### src/rtl/univ_shift_reg.sv
// ============================================================================
// univ_shift_reg -- universal shift register (hold/shift/rotate/load) with serial-in counter
// Revision 1.0
// ============================================================================
`default_nettype none

module univ_shift_reg #(
   parameter int               WIDTH     = 8,
   parameter logic [WIDTH-1:0] RESET_VAL = '0
) (
   input  logic                       clk,
   input  logic                       rst,
   input  logic                       en,
   input  logic [1:0]                 mode,
   input  logic                       rotate,
   input  logic [WIDTH-1:0]           d,
   input  logic                       sin,
   output logic [WIDTH-1:0]           q,
   output logic                       sout,
   output logic [$clog2(WIDTH+1)-1:0] cnt,
   output logic                       full
);

   localparam int                CNT_W = $clog2(WIDTH+1);
   localparam logic [1:0]        c_mode_hold  = 2'b00;
   localparam logic [1:0]        c_mode_right = 2'b01;
   localparam logic [1:0]        c_mode_left  = 2'b10;
   localparam logic [1:0]        c_mode_load  = 2'b11;
   localparam logic [CNT_W-1:0]  c_last_cnt   = CNT_W'(WIDTH - 1);

   logic             w_b_right;
   logic             w_b_left;
   logic             w_count;
   logic [WIDTH-1:0] w_q_next;

   assign w_b_right = rotate ? q[0]       : sin;
   assign w_b_left  = rotate ? q[WIDTH-1] : sin;
   assign w_count   = en && !rotate && (mode == c_mode_right || mode == c_mode_left);

   // sout tracks the bit that leaves in the currently selected direction
   assign sout = (mode == c_mode_left) ? q[WIDTH-1] : q[0];

   always_comb begin
      w_q_next = q;
      if (en) begin
         case (mode)
            c_mode_hold:  w_q_next = q;
            c_mode_right: w_q_next = {w_b_right, q[WIDTH-1:1]};
            c_mode_left:  w_q_next = {q[WIDTH-2:0], w_b_left};
            c_mode_load:  w_q_next = d;
            default:      w_q_next = q;
         endcase
      end
   end

   always_ff @(posedge clk) begin
      if (!rst) begin
         q    <= RESET_VAL;
         cnt  <= '0;
         full <= 1'b0;
      end else begin
         q    <= w_q_next;
         full <= 1'b0;
         if (en && mode == c_mode_load) begin
            cnt <= '0;
         end else if (w_count) begin
            // wrap before reaching WIDTH so cnt never shows WIDTH on the output
            if (cnt == c_last_cnt) begin
               cnt  <= '0;
               full <= 1'b1;
            end else begin
               cnt <= cnt + CNT_W'(1);
            end
         end
      end
   end

endmodule

`default_nettype wire

### config.mk
export PLATFORM = sky130hd
export DESIGN_NAME = univ_shift_reg
export DESIGN_NICKNAME = d
export VERILOG_FILES = /design/src/rtl/univ_shift_reg.sv
export SDC_FILE = /design/constraint.sdc
export NUM_CORES = 1
export LEC_CHECK = 0
export ABC_AREA = 1
export BUFFER_PORTS_ARGS = -buffer_cell sky130_fd_sc_hd__buf_2
export CORE_UTILIZATION = 43
export DETAILED_ROUTE_END_ITERATION = 8
export PLACE_DENSITY_LB_ADDON = 0.1
export SYNTH_ARGS = -nofsm -noshare
export SYNTH_HDL_FRONTEND = slang
export SYNTH_SLANG_ARGS = --single-unit
export TNS_END_PERCENT = 50
### constraint.sdc
create_clock -name clk -period 0.8 [get_ports clk]
set_input_delay 0.04 -clock clk [delete_from_list [all_inputs] [get_ports clk]]
set_output_delay 0.04 -clock clk [all_outputs]
set_load 0.02 [all_outputs]
==> results.py, run 1 <==
metrics = {
    "clock_network": {
        "clkSinkCount": 13,
        "cts_hold_buf": 0,
        "cts_buffer_depth": 2,
        "cts_tree": "done",
        "clk_latency_ps": 270,
        "h-tree-depth": 1,
        "cts_made_buffers": 3,
        "path_clk_slew_ps": 80,
        "root_buffer": "clkbuf_4",
    },
    "job": {
        "max_cap_viol_count": 0,
    },
    "power": {
        "p_leak_uw": 0.000616,
        "combPwrFrac": 0.316,
        "switching_power_uw": 510,
        "sw_frac_of_total": 0.311,
        "p_int_uw": 1130,
        "power_density_mw_per_mm2": 1240,
        "p_total_uw": 1640,
        "irDropWorstVdd_mv": 1.05,
        "clkPwrFrac": 0.243,
        "pwr-share-seq": 0.441,
    },
    "floorplanning": {
        "rows": 15,
        "coreArea_mm2": 0.00173,
        "floorplan.initialDensity": 0.462,
        "die_height_um": 45.1,
        "die_w_um": 45.1,
        "ioPinCount": 29,
        "die_area_mm2": 0.00203,
    },
    "setup_path": {
        "critPathCaptureType": "primary output",
        "arrival_ps": 930,
        "crit_fanout": 3,
        "worstPathCellList": "inv_2 > o21ai_2 > buf_6",
        "critPathKind": "reg2out",
        "cp_top_family": "flip-flops",
        "startpoint": "q[0]",
        "startpoint_type": "register",
        "required_ps": 760,
        "reg2reg_from": "cnt[0]",
        "crit_buf_inv": 2,
        "cp_slowest_cell": "dfxtp_4",
        "max_stage_delay_ps": 360,
        "ff2ff_setup_slack_ps": -120,
    },
    "grt": {
        "grt_max_degree": 17,
        "grt_pass1_vias": 801,
        "grt_first_pass_wirelength_um": 3460,
        "antenna_found_initial": 0,
        "grt_overflow": 0,
        "grtUsageTotal": 0.233,
    },
    "outcome": {
        "failed_checks": "setup timing",
        "status": "complete, but fails checks",
    },
    "place": {
        "hpwl_um": 1570,
        "place.gp.congestion": 0.759,
        "placed_area_mm2": 0.00110,
        "io_buffer_count": 28,
    },
    "timing": {
        "holdWs_ps": 47.2,
        "fmax_mhz": 1030,
        "setup_violations": 15,
        "finClkSkew_ps": 1.46,
        "period_share": 1.21,
        "hold_viol": 0,
        "setup_slack_ps": -167,
        "layout_min_cycle_time_ps": 967,
        "relSlewSlack": 0.858,
        "slew_viol_final": 0,
        "rsz0062_at_grt": "yes",
        "worstMarginPinSlew_ps": 213,
    },
    "routing": {
        "wl_um": 2140,
        "drc_errors": 0,
        "wire_per_inst_um": 10.7,
        "vias_per_cell": 4.61,
        "ant_nets": 0,
        "vias": 917,
        "dr.pass1.iters": 4,
        "drtIter0Drc": 22,
    },
    "final_layout": {
        "drive_above_1_share": 0.489,
        "syn_to_final_growth_pct": 66.4,
        "fin_area_mm2": 0.00133,
        "layout.nets": 194,
        "antenna_cells": 0,
        "fillers": 137,
    },
    "synth": {
        "synth_nets": 147,
        "synth_area_leaders": "dfxtp_1, nand2_1, nor2_1, nand3_1, inv_1",
        "synthFlopType": "dfxtp_1",
        "avgSynthCellArea_um2": 6.23,
        "synth-async-reset-ratio": 0,
        "synth_top_area_frac": 0.327,
        "yosys_register_bits": 13,
        "ys_types": 16,
        "synth_most_common_cell": "nand2_1",
        "synth-edff-count": 0,
        "ys.warnings.count": 0,
        "synth_area_um2": 797,
        "netlist_instances": 128,
        "ys_seq_area_frac": 0.327,
        "synth_common_cells": "nand2_1, nor2_1, inv_1",
        "yosysTopAreaCell": "dfxtp_1",
    },
    "min_path": {
        "min_from": "rst",
        "holdCritPathClass": "in2reg",
    },
}
-- final timing paths --
kind / to / depth (start not counted)
min reg2reg: full / 3
max reg2reg: cnt[2] / 6
min: q[7] / 3
max: sout / 3
-- tightest hold or removal path: stages --
cell and delay, ps:
buf_2 150, o21ai_2 60, a21oi_1 40
-- placed cells by master, fill, tap and decap left out, drive strengths merged --
cell	n
a21oi	2
buf	45
clkbuf	4
dfxtp	13
ha	4
inv	17
nand2	34
nand3	12
nor2	31
o21ai	11
xor2	1
-- per-stage QoR --
step / std cells / util / worst slack, ps / TNS (ps)
2_1_floorplan: 128 / - / -55.0 / -443
3_3_place_gp: 190 / 0.636 / -216 / -2520
3_5_place_dp: 190 / 0.636 / -261 / -2950
4_1_cts: 197 / 0.741 / -165 / -1070
5_1_grt: 199 / 0.768 / -195 / -1900
6_report: 199 / 0.768 / -167 / -1150
-- state kept, by name (all words and copies together) (netlist names) --
register / cells
cnt: 4
full: 1
q: 8
-- area by class of cell --
| type | count | area [um2] | area share |
|---|---|---|---|
| multi-input cells | 95 | 526 | 0.396 |
| inverters | 17 | 63.8 | 0.0481 |
| flip-flops and latches | 13 | 295 | 0.223 |
| clock buffers | 4 | 26.3 | 0.0198 |
| repair buffers | 45 | 384 | 0.290 |
| well taps | 25 | 31.3 | 0.0236 |
-- power by group through the flow --
stage | registers (uW) | logic, uW | clock network [uW]
final | 723 | 518 | 398
after global placement | 730 | 404 | 0
after global routing | 730 | 565 | 463
after floorplan | 773 | 204 | 0
after detailed placement | 732 | 415 | 0
after CTS | 728 | 487 | 417
-- kinds of logic after synthesis --
| group | count (synthesis) | share of synthesized area |
|---|---|---|
| fa+ha+maj | 4 | 0.0628 |
| simple gates | 77 | 0.403 |
| compound gates | 13 | 0.0863 |
| buf+inv | 20 | 0.110 |
| xor+xnor | 1 | 0.0110 |
| flops | 13 | 0.327 |
-- per-layer routing --
metal	global-route usage	vias up	part of all wire
met5	0	-	0
met2	0.339	28	0.46
met3	0.0360	2	0.048
li1	-	487	-
met4	0.0727	0	0.0065
met1	0.349	400	0.48
-- what timing repair did --
item | CTS | global route
cloned | 0 | 0
setup endpoints to repair | 20 | 21
setup buffers | 3 | 2
gates resized for setup | 49 | 9
pin swaps | 7 | 6
Note: power is estimated with default switching activity, not from simulation.
==> run 2: changes to the inputs <==
Settings changed: BUFFER_PORTS_ARGS -buffer_cell sky130_fd_sc_hd__buf_2 to unset, CORE_UTILIZATION 43 to 54, DONT_BUFFER_PORTS set to 1.
==> run 2 against run 1 <==
Against the previous run: the run ends with hold timing, setup timing left; count of clock-buffer cells in the layout is the same; sequential power grew 1%; register-to-register slack lost 90 ps; core utilization grew 14 points; final cell count shrank 15%; wire length grew 28%; critical path type is now reg2reg; largest cell class unchanged; highest routed layer unchanged.
==> results.py, run 2 (synthesis gave the netlist of run 1 again) <==
metrics = {
    "min_path": {
        "hold_depth": 3,
        "holdPathEnd": "cnt[1]",
        "min_from": "rotate",
        "holdCritPathClass": "in2reg",
    },
    "grt": {
        "grt_overflow": 0,
        "grt_max_degree": 17,
        "grtUsageTotal": 0.297,
        "antenna_found_initial": 0,
        "grt_first_pass_wirelength_um": 3210,
        "grt_pass1_vias": 756,
    },
    "final_layout": {
        "instances_no_fill": 170,
        "fillers": 58,
        "final_common_cell": "nand2_1",
        "most-common-layout-cells": "nand2_1, nor2_1, buf_6, inv_1, nand3_1",
        "antenna_cells": 0,
        "syn_to_final_growth_pct": 51.8,
        "largest_reg_flops": 8,
        "layout.nets": 175,
        "fin_area_mm2": 0.00121,
        "drive_above_1_share": 0.413,
        "seqCellArea_um2": 293,
        "top_regs": "q: 8 flops, cnt: 4 flops, full: 1 flops",
        "largest_register": "q",
        "multi_input_area_um2": 528,
    },
    "job": {
        "max_cap_viol_count": 0,
    },
    "setup_path": {
        "startpoint_type": "register",
        "critPathCaptureType": "register",
        "r2r_end": "cnt[2]",
        "ff2ff_setup_slack_ps": -210,
        "crit_fanout": 3,
        "required_ps": 1020,
        "reg2reg_from": "cnt[0]",
        "arrival_ps": 1230,
        "startpoint": "cnt[0]",
        "worstRegToRegCells": 5,
        "critPathKind": "reg2reg",
    },
    "floorplanning": {
        "coreArea_mm2": 0.00133,
        "die_w_um": 40.4,
        "ioPinCount": 29,
        "floorplan.initialDensity": 0.598,
        "die_area_mm2": 0.00163,
        "die_height_um": 40.4,
        "rows": 13,
    },
    "timing": {
        "relSlewSlack": 0.780,
        "rsz0062_at_grt": "yes",
        "slew_viol_final": 0,
        "period_share": 1.27,
        "hold_viol": 3,
        "setup_slack_ps": -214,
        "fmax_mhz": 986,
        "setup_violations": 21,
        "worstMarginPinSlew_ps": 330,
        "holdWs_ps": -70.0,
        "layout_min_cycle_time_ps": 1010,
        "finClkSkew_ps": 6.93,
        "tns_ps": -1300,
    },
    "place": {
        "io_buffer_count": 0,
        "dp.cells": 162,
        "hpwl_um": 1380,
        "place.gp.congestion": 0.706,
        "placed_area_mm2": 0.00102,
        "pre_cts_ws_ps": -139,
    },
    "clock_network": {
        "root_buffer": "clkbuf_4",
        "cts_hold_buf": 2,
        "clk_latency_ps": 290,
        "cts_made_buffers": 3,
        "h-tree-depth": 1,
        "cts_tree": "done",
        "path_clk_slew_ps": 90,
        "clkSinkCount": 13,
        "cts_buffer_depth": 2,
    },
    "power": {
        "switching_power_uw": 558,
        "p_leak_uw": 0.000542,
        "clkPwrFrac": 0.267,
        "sw_frac_of_total": 0.339,
        "irDropWorstVdd_mv": 0.919,
        "pwr-share-seq": 0.445,
        "power_density_mw_per_mm2": 1360,
        "combPwrFrac": 0.288,
        "p_int_uw": 1090,
    },
    "routing": {
        "vias_per_cell": 5.56,
        "wl_um": 2730,
        "vias": 945,
        "drtIter0Drc": 43,
        "wire_per_inst_um": 16.1,
        "dr.pass1.iters": 4,
        "drc_errors": 0,
        "ant_nets": 0,
    },
    "outcome": {
        "status": "complete, but fails checks",
        "failed_checks": "hold timing, setup timing",
    },
}
[run 2: cell count changes in the layout (fill, tap and decap cells not counted), moves of 2 or more]
cell     before  now
o21ai_2       3    1
inv_2         7    5
nor2_2        1    5
buf_6        19   16
buf_2        15    0
o21ai_1       0    2
buf_4        10    7
inv_4         0    2
nor2_1       26   22
[run 2: power groups by stage]
stage                     clock network (uW)  logic (uW)  registers (uW)
after floorplan                            0         204             773
after global placement                     0         366             729
after detailed placement                   0         374             732
after CTS                                423         430             728
after global routing                     461         516             736
final                                    439         475             733
[run 2: repair_timing]
action,in CTS,in global routing
endpoints found under the setup margin,18,26
pin swaps,2,10
gates resized for setup,28,18
gates cloned,0,0
endpoints found under the hold margin,12,2
setup buffers,2,0
[run 2: layout make-up]
type                    count  share of cell area
repair buffers             26               0.228
well taps                  15              0.0155
clock buffers               4              0.0217
multi-input cells          95               0.436
flip-flops and latches     13               0.242
inverters                  17              0.0569
[run 2: worst max-delay path by stage]
stage	to	cells after the start	slack, ps
finish	cnt[2]	5	-210
global route	cnt[2]	6	-260
CTS	cnt[0]	2	-130
detailed placement	q[0]	7	-140
global placement	q[0]	7	-100
floorplan	cnt[2]	6	-60
[run 2: metal layers]
layer,GRT usage,part of all wire
met5,0,0
met4,0.0750,0.034
met3,0.0611,0.094
met2,0.508,0.49
met1,0.374,0.38
[run 2: per-stage QoR]
step / hold slack (ps) / util / power (uW)
finish: -70.0 / 0.907 / 1650
global route: -65.9 / 0.907 / 1710
CTS: -64.3 / 0.871 / 1580
detailed placement: 161 / 0.765 / 1110
global placement: 154 / 0.765 / 1100
floorplan: 151 / - / 977
[run 2: critical path, stage by stage, from the launching register on]
cell and delay [ps]:
dfxtp_4 380, ha_4 160, nand2_1 90, nand2_1 110, nand2_1 80, a21oi_1 130
==> run 3: changes to the inputs <==
Settings changed: CAP_MARGIN set to 20.
Clock period 0.8 ns to 0.9 ns, I/O delays scaled along.
==> run 3 against run 2 <==
Against the previous run: the run ends with setup timing left; register-to-register slack better by 200 ps; count of clock-buffer cells in the layout unchanged; largest power group unchanged; wire length shrank 17%; clock power shrank 15%; global-route usage down 1.4 points; via count fell by 4.6%; flip-flop and latch count unchanged; non-clock buffer count rose by 1; critical path type is now in2reg; worst setup slack improved by 110 ps.
==> results.py, run 3 (synthesis gave the netlist of run 1 again) <==
metrics = {
    "setup_path": {
        "arrival_ps": 1220,
        "critPathKind": "in2reg",
        "worstRegToRegCells": 5,
        "required_ps": 1110,
        "startpoint_type": "primary input",
        "startpoint": "rst",
        "worstPathCellList": "dlygate4sd3_1 > nand2_1 > inv_1 > nand2_1 > nor2_1",
        "critPathCaptureType": "register",
        "reg2reg_from": "q[7]",
        "crit_fanout": 9,
        "max_stage_delay_ps": 730,
        "endpoint": "cnt[3]",
        "ff2ff_setup_slack_ps": -10,
        "r2r_end": "q[0]",
        "crit_top_cell": "nand2_1",
        "cp_slowest_cell": "dlygate4sd3_1",
    },
    "grt": {
        "grt_overflow": 0,
        "grtUsageTotal": 0.284,
        "antenna_found_initial": 0,
        "grt_pass1_vias": 767,
        "grt_max_degree": 17,
        "grt_first_pass_wirelength_um": 3000,
    },
    "clock_network": {
        "root_buffer": "clkbuf_4",
        "h-tree-depth": 1,
        "cts_made_buffers": 3,
        "clk_latency_ps": 280,
        "cts_buffer_depth": 2,
        "cts_tree": "done",
        "path_clk_slew_ps": 80,
        "clkSinkCount": 13,
    },
    "final_layout": {
        "layout.nets": 176,
        "syn_to_final_growth_pct": 37.2,
        "largest_reg_flops": 8,
        "largest_register": "q",
        "most-common-layout-cells": "nand2_1, nor2_1, buf_4, inv_1, nand3_1",
        "antenna_cells": 0,
        "final_common_cell": "nand2_1",
        "fillers": 94,
        "final_util": 0.820,
        "drive_above_1_share": 0.321,
        "fin_area_mm2": 0.00109,
        "seqCellArea_um2": 284,
        "instances_no_fill": 171,
        "multi_input_area_um2": 470,
        "top_regs": "q: 8 flops, cnt: 4 flops, full: 1 flops",
    },
    "floorplanning": {
        "coreArea_mm2": 0.00133,
        "die_height_um": 40.4,
        "die_w_um": 40.4,
        "ioPinCount": 29,
        "rows": 13,
        "die_area_mm2": 0.00163,
        "floorplan.initialDensity": 0.598,
    },
    "timing": {
        "setup_slack_ps": -106,
        "relSlewSlack": 0.775,
        "layout_min_cycle_time_ps": 1010,
        "period_share": 1.12,
        "setup_violations": 8,
        "finClkSkew_ps": 2.94,
        "fmax_mhz": 994,
        "worstMarginPinSlew_ps": 336,
        "slew_viol_final": 0,
        "hold_viol": 0,
        "rsz0062_at_grt": "yes",
    },
    "place": {
        "hpwl_um": 1430,
        "io_buffer_count": 0,
        "placed_area_um2": 991,
        "dp.cells": 162,
        "pre_cts_ws_ps": -58.6,
        "place.gp.congestion": 0.788,
    },
    "routing": {
        "drc_errors": 0,
        "drtIter0Drc": 18,
        "vias_per_cell": 5.27,
        "wl_um": 2260,
        "dr.pass1.iters": 4,
        "wire_per_inst_um": 13.2,
        "ant_nets": 0,
        "vias": 902,
    },
    "outcome": {
        "failed_checks": "setup timing",
        "status": "complete, but fails checks",
    },
    "power": {
        "power_density_mw_per_mm2": 1270,
        "irDropWorstVdd_mv": 0.977,
        "p_total_uw": 1390,
        "p_leak_uw": 0.000519,
    },
    "job": {
        "max_cap_viol_count": 0,
    },
    "min_path": {
        "holdCritPathClass": "in2reg",
    },
}
==> run 3: cell count changes in the layout (fill, tap and decap cells not counted), sizes merged <==
cell,before,now
dlygate4sd3,1,3
dlymetal6s4s,1,0
==> run 3: critical path, delay by kind of cell <==
kind | cells | cell delay [ps]
buffers and inverters | 2 | 840
and+or+nand+nor | 3 | 340
==> run 3: timing repair <==
action	CTS	global route
setup endpoints to repair	4	13
pin swaps	0	5
setup buffers	2	1
cloned	0	0
hold endpoints to repair	10	10
resized for setup	6	12
hold buffers	1	2
==> run 3: report_power, final <==
group          internal [uW]  switching [uW]  leakage (uW)
combinational            164             209      0.000392
sequential               607            34.9      0.000112
clock                    172             199     0.0000150
==> run 3: cell type report <==
type,instances,share of cell area
inverter,17,0.0584
sequential,13,0.260
clock buffer,4,0.0240
timing repair buffer,27,0.211
tap,15,0.0172
multi-input combinational,95,0.430
==> run 3: how the worst min path moves through the flow <==
stage               slack, ps    to  depth (start not counted)  from
floorplan                 160  q[7]                          2   rst
global placement          160  q[7]                          2   rst
detailed placement        160  q[7]                          2   rst
CTS                      -140  q[7]                          2   rst
global route               40  q[2]                          4  d[2]
finish                      6  q[4]                          4  d[4]
==> run 3: routing by layer <==
metal	part of all wire	up-vias	global-route usage
met1	0.42	392	0.325
li1	-	453	-
met4	0.0093	0	0.133
met2	0.50	53	0.480
met5	0	-	0
met3	0.074	4	0.0778
==> run 3: through the flow <==
stage	hold slack, ps	TNS [ps]
floorplan	156	-4.07
global placement	159	-236
detailed placement	165	-362
CTS	-142	-85.8
global route	37.8	-549
finish	6.27	-398
